## src/rtl/fetch_queue_pkg.sv

```systemverilog
// rtl/fetch_queue_pkg.sv - shared widths, fetch step and sizing helper for the fetch queue
package fetch_queue_pkg;

  localparam int PC_ADDR_WIDTH = 16;
  localparam int IR_WIDTH      = 32;
  localparam int FQ_DEPTH      = 4;
  localparam int PC_INC        = 4;

  // Count needs one extra bit so that "full" (== DEPTH) is representable.
  function automatic int fq_cnt_w(input int depth);
    return $clog2(depth) + 1;
  endfunction

endpackage

```

## src/rtl/fetch_queue_if.sv

```systemverilog
// rtl/fetch_queue_if.sv - instruction-memory and decode-side signals of the fetch queue
interface fetch_queue_if
  import fetch_queue_pkg::*;
#(
  parameter int PC_W   = PC_ADDR_WIDTH,
  parameter int INST_W = IR_WIDTH
) ();

  logic              imem_req;
  logic [PC_W-1:0]   imem_addr;
  logic [INST_W-1:0] imem_rdata;
  logic              redirect;
  logic [PC_W-1:0]   redirect_pc;
  logic              out_valid;
  logic [INST_W-1:0] out_inst;
  logic [PC_W-1:0]   out_pc;
  logic              out_ready;

  modport master (
    output imem_req, imem_addr, out_valid, out_inst, out_pc,
    input  imem_rdata, redirect, redirect_pc, out_ready
  );

  modport slave (
    input  imem_req, imem_addr, out_valid, out_inst, out_pc,
    output imem_rdata, redirect, redirect_pc, out_ready
  );

endinterface

```

## src/rtl/fq_fifo.sv

```systemverilog
// rtl/fq_fifo.sv - circular entry storage with flush; head is read straight from registers
module fq_fifo
  import fetch_queue_pkg::*;
#(
  parameter int DEPTH = FQ_DEPTH,
  parameter int W     = PC_ADDR_WIDTH + IR_WIDTH
) (
  input  logic                        clk,
  input  logic                        reset,
  input  logic                        push,
  input  logic                        pop,
  input  logic                        flush,
  input  logic [W-1:0]                data_in,
  output logic [W-1:0]                data_out,
  output logic [fq_cnt_w(DEPTH)-1:0]  count
);

  localparam int AW = $clog2(DEPTH);
  localparam int CW = fq_cnt_w(DEPTH);
  localparam logic [CW-1:0] FULL = CW'(DEPTH);

  logic [W-1:0]  mem_q [DEPTH];
  logic [AW-1:0] head_q, head_d, tail_q, tail_d;
  logic [CW-1:0] count_q, count_d;
  logic          do_push, do_pop;

  assign do_pop  = pop && (count_q != '0);
  assign do_push = push && ((count_q != FULL) || do_pop);

  always_comb begin
    head_d  = head_q;
    tail_d  = tail_q;
    count_d = count_q;
    if (flush) begin
      head_d  = '0;
      tail_d  = '0;
      count_d = '0;
    end else begin
      if (do_push) tail_d = tail_q + AW'(1);
      if (do_pop)  head_d = head_q + AW'(1);
      case ({do_push, do_pop})
        2'b10:   count_d = count_q + CW'(1);
        2'b01:   count_d = count_q - CW'(1);
        default: count_d = count_q;
      endcase
    end
  end

  always_ff @(posedge clk) begin
    if (reset) begin
      head_q  <= '0;
      tail_q  <= '0;
      count_q <= '0;
    end else begin
      head_q  <= head_d;
      tail_q  <= tail_d;
      count_q <= count_d;
    end
  end

  // Payload needs no reset: it is only visible while count is non-zero.
  always_ff @(posedge clk) begin
    if (do_push && !flush && !reset) mem_q[tail_q] <= data_in;
  end

  assign data_out = mem_q[head_q];
  assign count    = count_q;

endmodule

```

## src/rtl/fetch_queue.sv

```systemverilog
// rtl/fetch_queue.sv - sequential fetch with one-deep memory pipeline, redirect squash and decode queue
module fetch_queue
  import fetch_queue_pkg::*;
#(
  parameter int DEPTH  = FQ_DEPTH,
  parameter int PC_W   = PC_ADDR_WIDTH,
  parameter int INST_W = IR_WIDTH
) (
  input  logic          clk,
  input  logic          reset,
  fetch_queue_if.master bus
);

  localparam int CW = fq_cnt_w(DEPTH);
  localparam logic [CW-1:0]   DEPTH_C = CW'(DEPTH);
  localparam logic [PC_W-1:0] PC_STEP = PC_W'(PC_INC);

  logic [PC_W-1:0]        fetch_pc_q, fetch_pc_d;
  logic [PC_W-1:0]        infl_pc_q, infl_pc_d;
  logic                   inflight_q, inflight_d;
  logic                   infl_epoch_q, infl_epoch_d;
  logic                   epoch_q, epoch_d;
  logic [CW-1:0]          count;
  logic [PC_W+INST_W-1:0] head;
  logic                   issue, push, pop;

  // The in-flight slot is reserved up front so a returning word always has room.
  assign issue = !reset && !bus.redirect && ((count + CW'(inflight_q)) < DEPTH_C);
  assign push  = inflight_q && (infl_epoch_q == epoch_q) && !bus.redirect;
  assign pop   = bus.out_valid && bus.out_ready && !bus.redirect;

  assign bus.imem_req  = issue;
  assign bus.imem_addr = fetch_pc_q;
  assign bus.out_valid = !reset && (count != '0);
  assign bus.out_pc    = bus.out_valid ? head[PC_W+INST_W-1:INST_W] : '0;
  assign bus.out_inst  = bus.out_valid ? head[INST_W-1:0] : '0;

  always_comb begin
    fetch_pc_d   = fetch_pc_q;
    infl_pc_d    = infl_pc_q;
    infl_epoch_d = infl_epoch_q;
    epoch_d      = epoch_q;
    inflight_d   = issue;
    if (bus.redirect) begin
      fetch_pc_d = {bus.redirect_pc[PC_W-1:2], 2'b00};
      epoch_d    = ~epoch_q;
      inflight_d = 1'b0;
    end else if (issue) begin
      fetch_pc_d   = fetch_pc_q + PC_STEP;
      infl_pc_d    = fetch_pc_q;
      infl_epoch_d = epoch_q;
    end
  end

  always_ff @(posedge clk) begin
    if (reset) begin
      fetch_pc_q   <= '0;
      infl_pc_q    <= '0;
      inflight_q   <= 1'b0;
      infl_epoch_q <= 1'b0;
      epoch_q      <= 1'b0;
    end else begin
      fetch_pc_q   <= fetch_pc_d;
      infl_pc_q    <= infl_pc_d;
      inflight_q   <= inflight_d;
      infl_epoch_q <= infl_epoch_d;
      epoch_q      <= epoch_d;
    end
  end

  fq_fifo #(
    .DEPTH (DEPTH),
    .W     (PC_W + INST_W)
  ) u_fifo (
    .clk      (clk),
    .reset    (reset),
    .push     (push),
    .pop      (pop),
    .flush    (bus.redirect),
    .data_in  ({infl_pc_q, bus.imem_rdata}),
    .data_out (head),
    .count    (count)
  );

endmodule

```

## src/flat_wrapper.sv

```systemverilog
// flat-port wrapper written by rule: the top's interface ports become plain ports
module fetch_queue_flat import fetch_queue_pkg::*;
#(
  parameter int DEPTH  = FQ_DEPTH,
  parameter int PC_W   = PC_ADDR_WIDTH,
  parameter int INST_W = IR_WIDTH
)
  (clk, reset, bus_imem_req, bus_imem_addr, bus_out_valid, bus_out_inst, bus_out_pc, bus_imem_rdata, bus_redirect, bus_redirect_pc, bus_out_ready);
  fetch_queue_if #(.PC_W(PC_W), .INST_W(INST_W)) bus_i ();
  input  logic clk;
  input  logic reset;
  output wire logic [$bits(bus_i.imem_req)-1:0] bus_imem_req;
  output wire logic [$bits(bus_i.imem_addr)-1:0] bus_imem_addr;
  output wire logic [$bits(bus_i.out_valid)-1:0] bus_out_valid;
  output wire logic [$bits(bus_i.out_inst)-1:0] bus_out_inst;
  output wire logic [$bits(bus_i.out_pc)-1:0] bus_out_pc;
  input wire logic [$bits(bus_i.imem_rdata)-1:0] bus_imem_rdata;
  input wire logic [$bits(bus_i.redirect)-1:0] bus_redirect;
  input wire logic [$bits(bus_i.redirect_pc)-1:0] bus_redirect_pc;
  input wire logic [$bits(bus_i.out_ready)-1:0] bus_out_ready;
  assign bus_imem_req = bus_i.imem_req;
  assign bus_imem_addr = bus_i.imem_addr;
  assign bus_out_valid = bus_i.out_valid;
  assign bus_out_inst = bus_i.out_inst;
  assign bus_out_pc = bus_i.out_pc;
  assign bus_i.imem_rdata = bus_imem_rdata;
  assign bus_i.redirect = bus_redirect;
  assign bus_i.redirect_pc = bus_redirect_pc;
  assign bus_i.out_ready = bus_out_ready;
  fetch_queue #(.DEPTH(DEPTH), .PC_W(PC_W), .INST_W(INST_W)) u_core (.clk(clk), .reset(reset), .bus(bus_i));
endmodule
```

## config.mk

```make
export PLATFORM = sky130hd
export DESIGN_NAME = fetch_queue_flat
export DESIGN_NICKNAME = d
export VERILOG_FILES = /design/src/rtl/fetch_queue_pkg.sv /design/src/rtl/fetch_queue_if.sv /design/src/rtl/fq_fifo.sv /design/src/rtl/fetch_queue.sv /design/src/flat_wrapper.sv
export SDC_FILE = /design/constraint.sdc
export NUM_CORES = 1
export LEC_CHECK = 0
export CORE_UTILIZATION = 55
export CTS_BUF_LIST = sky130_fd_sc_hd__clkbuf_16
export CTS_CLUSTER_DIAMETER = 120
export DETAILED_ROUTE_END_ITERATION = 10
export PLACE_DENSITY = 0.76
export SLEW_MARGIN = 40
export SYNTH_ARGS = -nofsm -noshare
export SYNTH_HDL_FRONTEND = slang
export SYNTH_SLANG_ARGS = --single-unit
```

## constraint.sdc

```tcl
create_clock -name clk -period 10.2 [get_ports clk]
set_input_delay 2.55 -clock clk [delete_from_list [all_inputs] [get_ports clk]]
set_output_delay 2.55 -clock clk [all_outputs]
set_load 0.02 [all_outputs]
```

**After elaboration in Yosys (flattened, before gate mapping)**

Memories as Yosys holds them, arrays and structs flattened. A register that Yosys moved wholly into a read port is not among the register bits.
Index checks and enable logic that the tools add are counted.

- Register bits after elaboration: 42
- RAM bits: 192
- Output and inout bits: 66
- Word-level logic and storage cells: 51
- Memories kept: 1

Memory list:

| memory | depth | bits a word | rd ports | clocked after Yosys merged registers in | wr ports | RTL line | RTL |
|---|---|---|---|---|---|---|---|
| u_core.u_fifo.mem_q | 4 | 48 | 1 | 1 | 1 | fq_fifo.sv:22 | `logic [W-1:0] mem_q [DEPTH];` |

- Add/subtract/negate cells: 6
- $lt $le $gt $ge: 1
- Eq/ne operators: 4
- Mux-type cells: 9
- Bitwise operators: 2
- Reduce and logical (&&, ||, !) cells: 19

Operators with widths:

| cell | count |
|---|---|
| $mux W16 | 3 |
| $mux W32 | 1 |
| $add A16 B3 Y16 const B | 1 |
| $logic_and A1 B1 Y1 | 11 |
| $pmux W3 S2 | 1 |
| $add A2 B1 Y2 const B | 2 |
| $mux W2 | 2 |
| $reduce_bool A2 Y1 | 2 |
| $add A3 B1 Y3 | 1 |
| $add A3 B1 Y3 const B | 1 |
| $lt A3 B3 Y1 const B | 1 |
| $ne A3 B3 Y1 const B | 1 |
| $reduce_bool A3 Y1 | 1 |
| $sub A3 B1 Y3 const B | 1 |
| $eq A2 B1 Y1 const B | 1 |
| $eq A2 B2 Y1 const B | 1 |
| $logic_not A1 Y1 | 2 |
| $mux W1 | 2 |
| $not A1 Y1 | 2 |
| $reduce_and A2 Y1 | 1 |
| $reduce_or A2 Y1 | 1 |
| $eq A1 B1 Y1 | 1 |
| $logic_or A1 B1 Y1 | 1 |

**Longest topological paths before layout**

Gate-level depths: netlist (run 1).

- Depth after elaboration: 11
- Depth in mapped cells: 8

**Cells and area by module**

A second synthesis (run 1) with hierarchy kept.

- Cell total of the unflattened synthesis: 548
- Area total of the unflattened synthesis: 9339.0 um^2

Modules (own cells, without submodules):

| module | times used | cells an instance | area each (um^2) | seq. area each (um^2) |
|---|---|---|---|---|
| fq_fifo | 1 | 306 | 7447.1 | 5945.7 |
| fetch_queue | 1 | 242 | 1891.8 | 620.6 |

**Worst setup path after synthesis (run 1)**

No wires, ideal clock.

- Path type: input to output
- Start point: in reset
- End point: out bus_out_inst[10]
- Arrival time: 3.479 ns
- Data required time: 7.650 ns
- Slack: 4.171 ns
- Stages on the path: 5
- Path buffers: 3
- Cells stage by stage: clkbuf_8 -> nor2_1 -> clkbuf_1 -> clkbuf_1 -> and2_1

- Longest elaborated chain between the ends: 3

Ends and longest elaborated chain:

| element | RTL line | RTL |
|---|---|---|
| start: declaration | flat_wrapper.sv:11 | `input logic reset;` |
| $logic_not A1 Y1 | fetch_queue.sv:34 | `assign bus.out_valid = !reset && (count != '0);` |
| $logic_and A1 B1 Y1 | fetch_queue.sv:34 |  |
| $mux W32 | fetch_queue.sv:36 | `assign bus.out_inst = bus.out_valid ? head[INST_W-1:0] : '0;` |
| end: declaration | flat_wrapper.sv:15 | `output wire logic [$bits(bus_i.out_inst)-1:0] bus_out_inst;` |

No other way between the ends.

**Final worst setup path (run 1)**

- Start point: in bus_redirect
- End point: out bus_imem_req

- Longest elaborated chain between the ends: 3

Ends and longest elaborated chain:

| element | RTL line | RTL |
|---|---|---|
| start: declaration | flat_wrapper.sv:18 | `input wire logic [$bits(bus_i.redirect)-1:0] bus_redirect;` |
| $logic_not A1 Y1 | fetch_queue.sv:28 | `assign issue = !reset && !bus.redirect && ((count + CW'(inflight_q)) < DEPTH_C);` |
| $logic_and A1 B1 Y1 (2 in a row) | fetch_queue.sv:28 |  |
| end: declaration | flat_wrapper.sv:12 | `output wire logic [$bits(bus_i.imem_req)-1:0] bus_imem_req;` |

No other way between the ends.

==> impl_metrics.py, run 1 <==
metrics = {
    "status": {
        "status": "completed",
    },
    "placed_design": {
        "postPlaceCellArea_sq_um": 10300,
        "hpwl_um": 10300,
        "port_buffers": 111,
        "place.gp.congestion": 0.818,
    },
    "power_and_ir_drop": {
        "peakVddDrop_mv": 0.115,
        "p_int_mw": 1.52,
        "comb_power_share_pct": 4.1,
        "power.leakage_nw": 3.58,
        "sequentialPowerShare_pct": 53.3,
        "switching_power_mw": 0.368,
        "powerDensity_nw_per_um2": 171,
        "swShare_pct": 19.5,
        "clkPwrFrac_pct": 42.6,
    },
    "sta": {
        "fin_setup_tns_ns": 0,
        "tightestPinTransition_ns": 0.753,
        "hold_viol": 0,
        "fin_crit_sh_pct": 76.1,
        "relSlewSlack_pct": 49.7,
        "skew_ns": 0.0151,
        "rsz0062_at_grt": "no",
        "fin_crit_ns": 7.76,
        "setup_viol": 0,
        "fmax_ghz": 0.129,
        "slew_violations": 0,
    },
    "floorplanning": {
        "die_y_um": 130,
        "core_sq_um": 15900,
        "io_pins": 118,
        "dieArea_sq_um": 16900,
        "dieWidth_um": 130,
        "rows": 46,
        "initial_core_util_pct": 56.4,
    },
    "layout": {
        "areaGrowthSynthToFinish_pct": 22.9,
        "n_fill_cell": 1043,
        "design_area_sq_um": 11000,
        "fin_nets": 709,
        "diodes": 0,
        "layout-drive-gt1-share_pct": 15.8,
    },
    "route": {
        "wl_um": 16600,
        "drc": 0,
        "drt_iter0_drc": 347,
        "postRouteAntennaNets": 0,
        "dr.pass1.iters": 4,
        "num_vias": 5026,
        "vias_per_cell": 5.70,
        "wire_per_inst_um": 18.9,
    },
    "worst_hold_path": {
        "hold_class": "flip-flop to flip-flop",
    },
    "clocking": {
        "cts-root-buf": "clkbuf_16",
        "hold_buffers": 0,
        "cts_tree": "yes",
        "htreeDepth": 1,
        "cts-buffers-inserted": 23,
        "clk_latency_ns": 0.50,
        "post_cts_buffers": 0,
        "clock_path_buffers": 3,
        "clock-sinks": 224,
        "clk_pin_slew_worst_paths_ns": 0.06,
        "ctsResizeCount": 0,
    },
    "setup_path": {
        "path_buf_inv": 4,
        "slowest_stage": "clkdlybuf4s50_1",
        "path_cells": "clkdlybuf4s50_1 -> nor3b_2 -> mux2i_2 -> buf_4 -> inv_1 -> clkdlybuf4s50_1",
        "crit_family": "buffers and inverters",
        "crit_top_cell": "clkdlybuf4s50_1",
        "cp-start-kind": "primary input",
        "slowest_delay_ns": 0.80,
        "path_max_fanout": 26,
        "critical_path_class": "primary input to primary output",
        "worstPathArrival_ns": 5.21,
        "cp.required_ns": 7.65,
        "cp-end-kind": "primary output",
    },
    "logic_synthesis": {
        "post_synth.cell_area_avg_sq_um": 16.8,
        "synth_warnings": 0,
        "synth-seq-cells": 224,
        "synthSimpleGateAreaFrac_pct": 9.00,
        "synth-edff-count": 184,
        "async_reset_ff_share_pct": 0,
        "synth_common_cells": "edfxtp_1 (184), and2_1 (50), nand2_1 (48)",
        "synth_xor_area_share_pct": 0.863,
        "synth_top_area_cell": "edfxtp_1",
        "ys_types": 51,
        "netlist_top_cells_area": "edfxtp_1 (61%), mux4_2 (12%), dfxtp_1 (8.9%)",
        "synth_compound_area_share_pct": 3.82,
        "yosysTopAreaCellShare_pct": 61.5,
        "yosys-mux-area-fraction_pct": 12.0,
        "netlist_area_sq_um": 8980,
        "yosys.cell_count.top_type": "edfxtp_1",
        "synthAdderAreaFrac_pct": 0.919,
        "ys_seq_area_share_pct": 70.4,
        "synth_flop_cell": "edfxtp_1",
        "syn_inst": 535,
        "synth_top_family_by_area": "multiplexers",
    },
    "job": {
        "cap_violations": 0,
    },
    "grt": {
        "grt_pass1_vias": 5090,
        "grt_max_degree": 47,
        "grt-ovfl-total": 0,
        "antenna_found_initial": 0,
        "grt_use_total_pct": 20.7,
        "grt_pass1_wl_um": 26600,
    },
}
-- registers in the layout (all words and copies together), names as in the netlist, named ones only --
signal                count
u_core.u_fifo.count       3
u_core.infl_epoch_q       1
u_core.u_fifo.tail_q      2
u_core.u_fifo.head_q      2
u_core.u_fifo.mem_q     184
u_core.bus.imem_addr     14
u_core.epoch_q            1
u_core.infl_pc_q         14
u_core.inflight_q         1
-- worst reg2reg max path: stages (launching register included) --
cell	delay (ns)
dfxtp_1	0.42
nor2_1	0.13
a311oi_1	0.54
nor2b_1	0.29
and2_2	0.57
buf_4	0.51
-- layout make-up --
| class | count | area [sq um] | share of cell area [%] |
|---|---|---|---|
| clock buffers | 23 | 576 | 5.21 |
| inverters | 9 | 33.8 | 0.306 |
| clock inverters | 16 | 156 | 1.42 |
| flip-flops and latches | 224 | 6330 | 57.3 |
| multi-input cells | 271 | 2420 | 21.9 |
| repair buffers | 122 | 1260 | 11.4 |
| well taps | 216 | 270 | 2.45 |
-- path summary, 6_finish.rpt --
kind / start / to / slack (ns) / cells after the start
worst max-delay path: bus_redirect / bus_imem_req / 2.44 / 6
worst min-delay path: u_core.infl_epoch_q / u_core.infl_epoch_q / 0.48 / 2
worst max register to register: u_core.u_fifo.count[1] / u_core.u_fifo.mem_q[2][7] / 7.37 / 5
worst min register to register: u_core.infl_epoch_q / u_core.infl_epoch_q / 0.48 / 2
-- logic make-up (layout without fill, tap and decap cells) --
logic type	Yosys count	after routing
AO/OA/AOI/OAI	51	51
adder cells (fa/ha/maj)	6	6
other	1	4
XOR/XNOR	8	8
multiplexers	50	50
buffers and inverters	43	170
AND/OR/NAND/NOR	152	152
flip-flops	224	224
-- per-layer routing --
| layer | GRT usage, % | vias up | part of all wire [%] |
|---|---|---|---|
| li1 | - | 2290 | - |
| met1 | 27.4 | 2560 | 42 |
| met2 | 35.5 | 158 | 51 |
| met3 | 3.94 | 18 | 6.0 |
| met4 | 5.34 | 0 | 1.3 |
| met5 | 0 | - | 0 |
-- per-stage QoR --
step                setup slack, ns  hold WS (ns)  instances  utilization (%)  power, mW
floorplan                      4.17         0.448        538                -       1.06
global placement               2.55         0.455        838             64.1       1.10
detailed placement             2.45         0.467        842             64.7       1.10
CTS                            2.46         0.483        881             69.3       1.90
global route                   2.24         0.508        881             69.3       1.95
finish                         2.44         0.478        881             69.3       1.89
-- power by group through the flow --
stage	Combinational, mW	Clock, mW	Sequential, mW
6_report	0.0779	0.804	1.01
5_1_grt	0.0844	0.856	1.01
4_1_cts	0.0783	0.819	1.01
3_5_place_dp	0.0778	0	1.03
3_3_place_gp	0.0731	0	1.03
2_1_floorplan	0.0341	0	1.03
-- cells in the final DEF (no fill, tap or decap), types with 3 or more instances in the layout --
cell type,netlist,layout
xnor2_1,5,5
or3_1,9,9
dfxtp_1,40,38
edfxtp_1,184,184
bufinv_16,0,3
ha_1,5,5
clkdlybuf4s50_1,0,111
a31oi_1,5,5
mux4_2,46,46
or4_1,4,4
nor2_1,18,17
nand2_1,48,48
and2_1,50,46
buf_4,5,7
and2_2,0,4
a21oi_1,16,16
o211ai_1,3,3
conb_1,1,4
inv_1,9,10
clkinv_2,0,4
clkinv_1,0,5
mux2i_1,3,3
and3_1,3,3
a311oi_1,7,7
o21ai_0,5,5
o311ai_0,4,4
clkbuf_16,0,23
(Power assumes the default switching activity.)
==> run 2: changes to the inputs <==
CORE_UTILIZATION = 50   (was 55)
PLACE_DENSITY = 0.72   (was 0.76)
clock period = 6.6 ns   (was 10.2 ns; I/O delays follow)
==> run 2 against run 1 <==
  * Routed wire length is 0.51% higher
  * Cell count is 1.1% higher
  * Global-route usage is 2.4 points lower
  * Total power is 52% higher
  * Sequential power is 54% higher
  * Critical endpoint unchanged
  * Register-to-register slack worse by 3.7 ns
  * Core utilization is 6.2 points lower
  * First-iteration DRC count is 13% lower
  * Critical path type unchanged
==> impl_metrics.py, run 2 (synthesized netlist as in run 1, its figures left out) <==
metrics = {
    "status": {
        "status": "completed",
    },
    "grt": {
        "grt_use_total_pct": 18.3,
        "grt_pass1_vias": 4879,
        "grt-ovfl-total": 0,
        "gr-usage-met2_pct": 32.2,
        "grt.busiest_layer": "met2",
        "antenna_found_initial": 0,
        "grt_use_met3_pct": 3.69,
        "grt_max_degree": 30,
        "grt_pass1_wl_um": 25700,
        "grt_use_met1_pct": 23.4,
    },
    "clocking": {
        "clk_pin_slew_worst_paths_ns": 0.06,
        "hold_buffers": 0,
        "htreeDepth": 1,
        "cts_tree": "yes",
        "clock-sinks": 224,
        "clk_latency_ns": 0.49,
        "ctsResizeCount": 0,
        "post_cts_buffers": 0,
        "cts-buffers-inserted": 22,
        "clock_path_buffers": 3,
        "cts-root-buf": "clkbuf_16",
    },
    "layout": {
        "diodes": 0,
        "layout_common_cells": "edfxtp_1 (184), clkdlybuf4s50_1 (111), nand2_1 (48)",
        "largest_reg_flops": 184,
        "regMostFlops": "u_core.u_fifo.mem_q",
        "layout-drive-gt1-share_pct": 15.8,
        "final_core_util_pct": 63.1,
        "fin_nets": 709,
        "final_common_cell": "edfxtp_1",
        "areaGrowthSynthToFinish_pct": 22.3,
    },
    "route": {
        "postRouteAntennaNets": 0,
        "vias_per_cell": 5.55,
        "drt_iter0_drc": 303,
        "dr.pass1.iters": 4,
        "drc": 0,
        "wl_um": 16700,
        "wire_per_inst_um": 18.8,
        "num_vias": 4948,
    },
    "setup_path": {
        "cp_num_cells": 6,
        "cp-start-kind": "primary input",
        "crit_family": "buffers and inverters",
        "crit_top_cell": "clkdlybuf4s50_1",
        "path_buf_inv": 4,
        "slowest_stage": "clkdlybuf4s50_1",
        "cp.required_ns": 4.95,
        "path_cells": "clkdlybuf4s50_1 -> buf_4 -> nor3_1 -> mux2i_2 -> inv_1 -> clkdlybuf4s50_1",
        "r2r_cells": 5,
        "path_max_fanout": 16,
        "worstPathArrival_ns": 3.96,
        "slowest_delay_ns": 0.72,
        "critical_path_class": "primary input to primary output",
        "cp-end-kind": "primary output",
    },
    "power_and_ir_drop": {
        "powerDensity_nw_per_um2": 261,
        "peakVddDrop_mv": 0.149,
        "power.leakage_nw": 3.57,
    },
    "sta": {
        "finalHoldWorstSlack_ns": 0.470,
        "fin_crit_ns": 5.61,
        "fin_crit_sh_pct": 85.0,
        "setup_viol": 0,
        "skew_ns": 0.00973,
        "hold_viol": 0,
        "fmax_ghz": 0.178,
        "tightestPinTransition_ns": 0.653,
        "fin_setup_tns_ns": 0,
        "rsz0062_at_grt": "no",
        "relSlewSlack_pct": 56.5,
        "slew_violations": 0,
    },
    "placed_design": {
        "place.gp.congestion": 0.891,
        "hpwl_um": 10400,
        "port_buffers": 111,
    },
    "floorplanning": {
        "core_sq_um": 17400,
        "dieWidth_um": 136,
        "die_y_um": 136,
        "initial_core_util_pct": 51.6,
        "io_pins": 118,
        "rows": 48,
        "dieArea_sq_um": 18500,
    },
    "job": {
        "cap_violations": 0,
    },
    "worst_hold_path": {
        "hold_class": "flip-flop to flip-flop",
        "whs_path_depth": 2,
    },
}
-- run 2: worst paths after layout --
kind | slack [ns] | start | endpoint
worst max-delay path | 0.99 | reset | bus_imem_req
worst min-delay path | 0.47 | u_core.infl_epoch_q | u_core.infl_epoch_q
worst max register to register | 3.67 | u_core.u_fifo.count[1] | u_core.u_fifo.mem_q[3][10]
worst min register to register | 0.47 | u_core.infl_epoch_q | u_core.infl_epoch_q
-- run 2: per-stage QoR --
stage	cell area, sq um	std cells	power, mW	setup WS [ns]
floorplan	9000	538	1.64	2.37
global placement	10300	851	1.70	1.06
detailed placement	10300	852	1.71	1.03
CTS	11000	891	2.89	1.02
global route	11000	891	2.96	0.885
finish	11000	891	2.87	0.991
-- run 2: worst register-to-register path, delay by kind of cell, from the launching register on --
family                 cells  cell delay, ns
DFF                        1            0.43
AOI/OAI and AO/OA          1            0.60
buffers and inverters      1            0.49
and+or+nand+nor            3            1.07
-- run 2: power by group --
group          switching, mW  internal [mW]  total [mW]
Clock                  0.483          0.706        1.19
Combinational         0.0593         0.0607       0.120
Sequential            0.0168           1.54        1.56
-- run 2: cell type report --
| cell class | count | area [sq um] |
|---|---|---|
| clock buffers | 23 | 576 |
| clock inverters | 16 | 124 |
| fillers | 1254 | 6430 |
| inverters | 9 | 33.8 |
| multi-input cells | 271 | 2420 |
| flip-flops and latches | 224 | 6330 |
| well taps | 225 | 282 |
| repair buffers | 123 | 1230 |
-- run 2: routing by layer --
layer / part of all wire (%) / vias to the layer above
met5: 0 / -
met3: 6.5 / 14
met1: 42 / 2482
met2: 51 / 161
li1: - / 2291
met4: 1.1 / 0
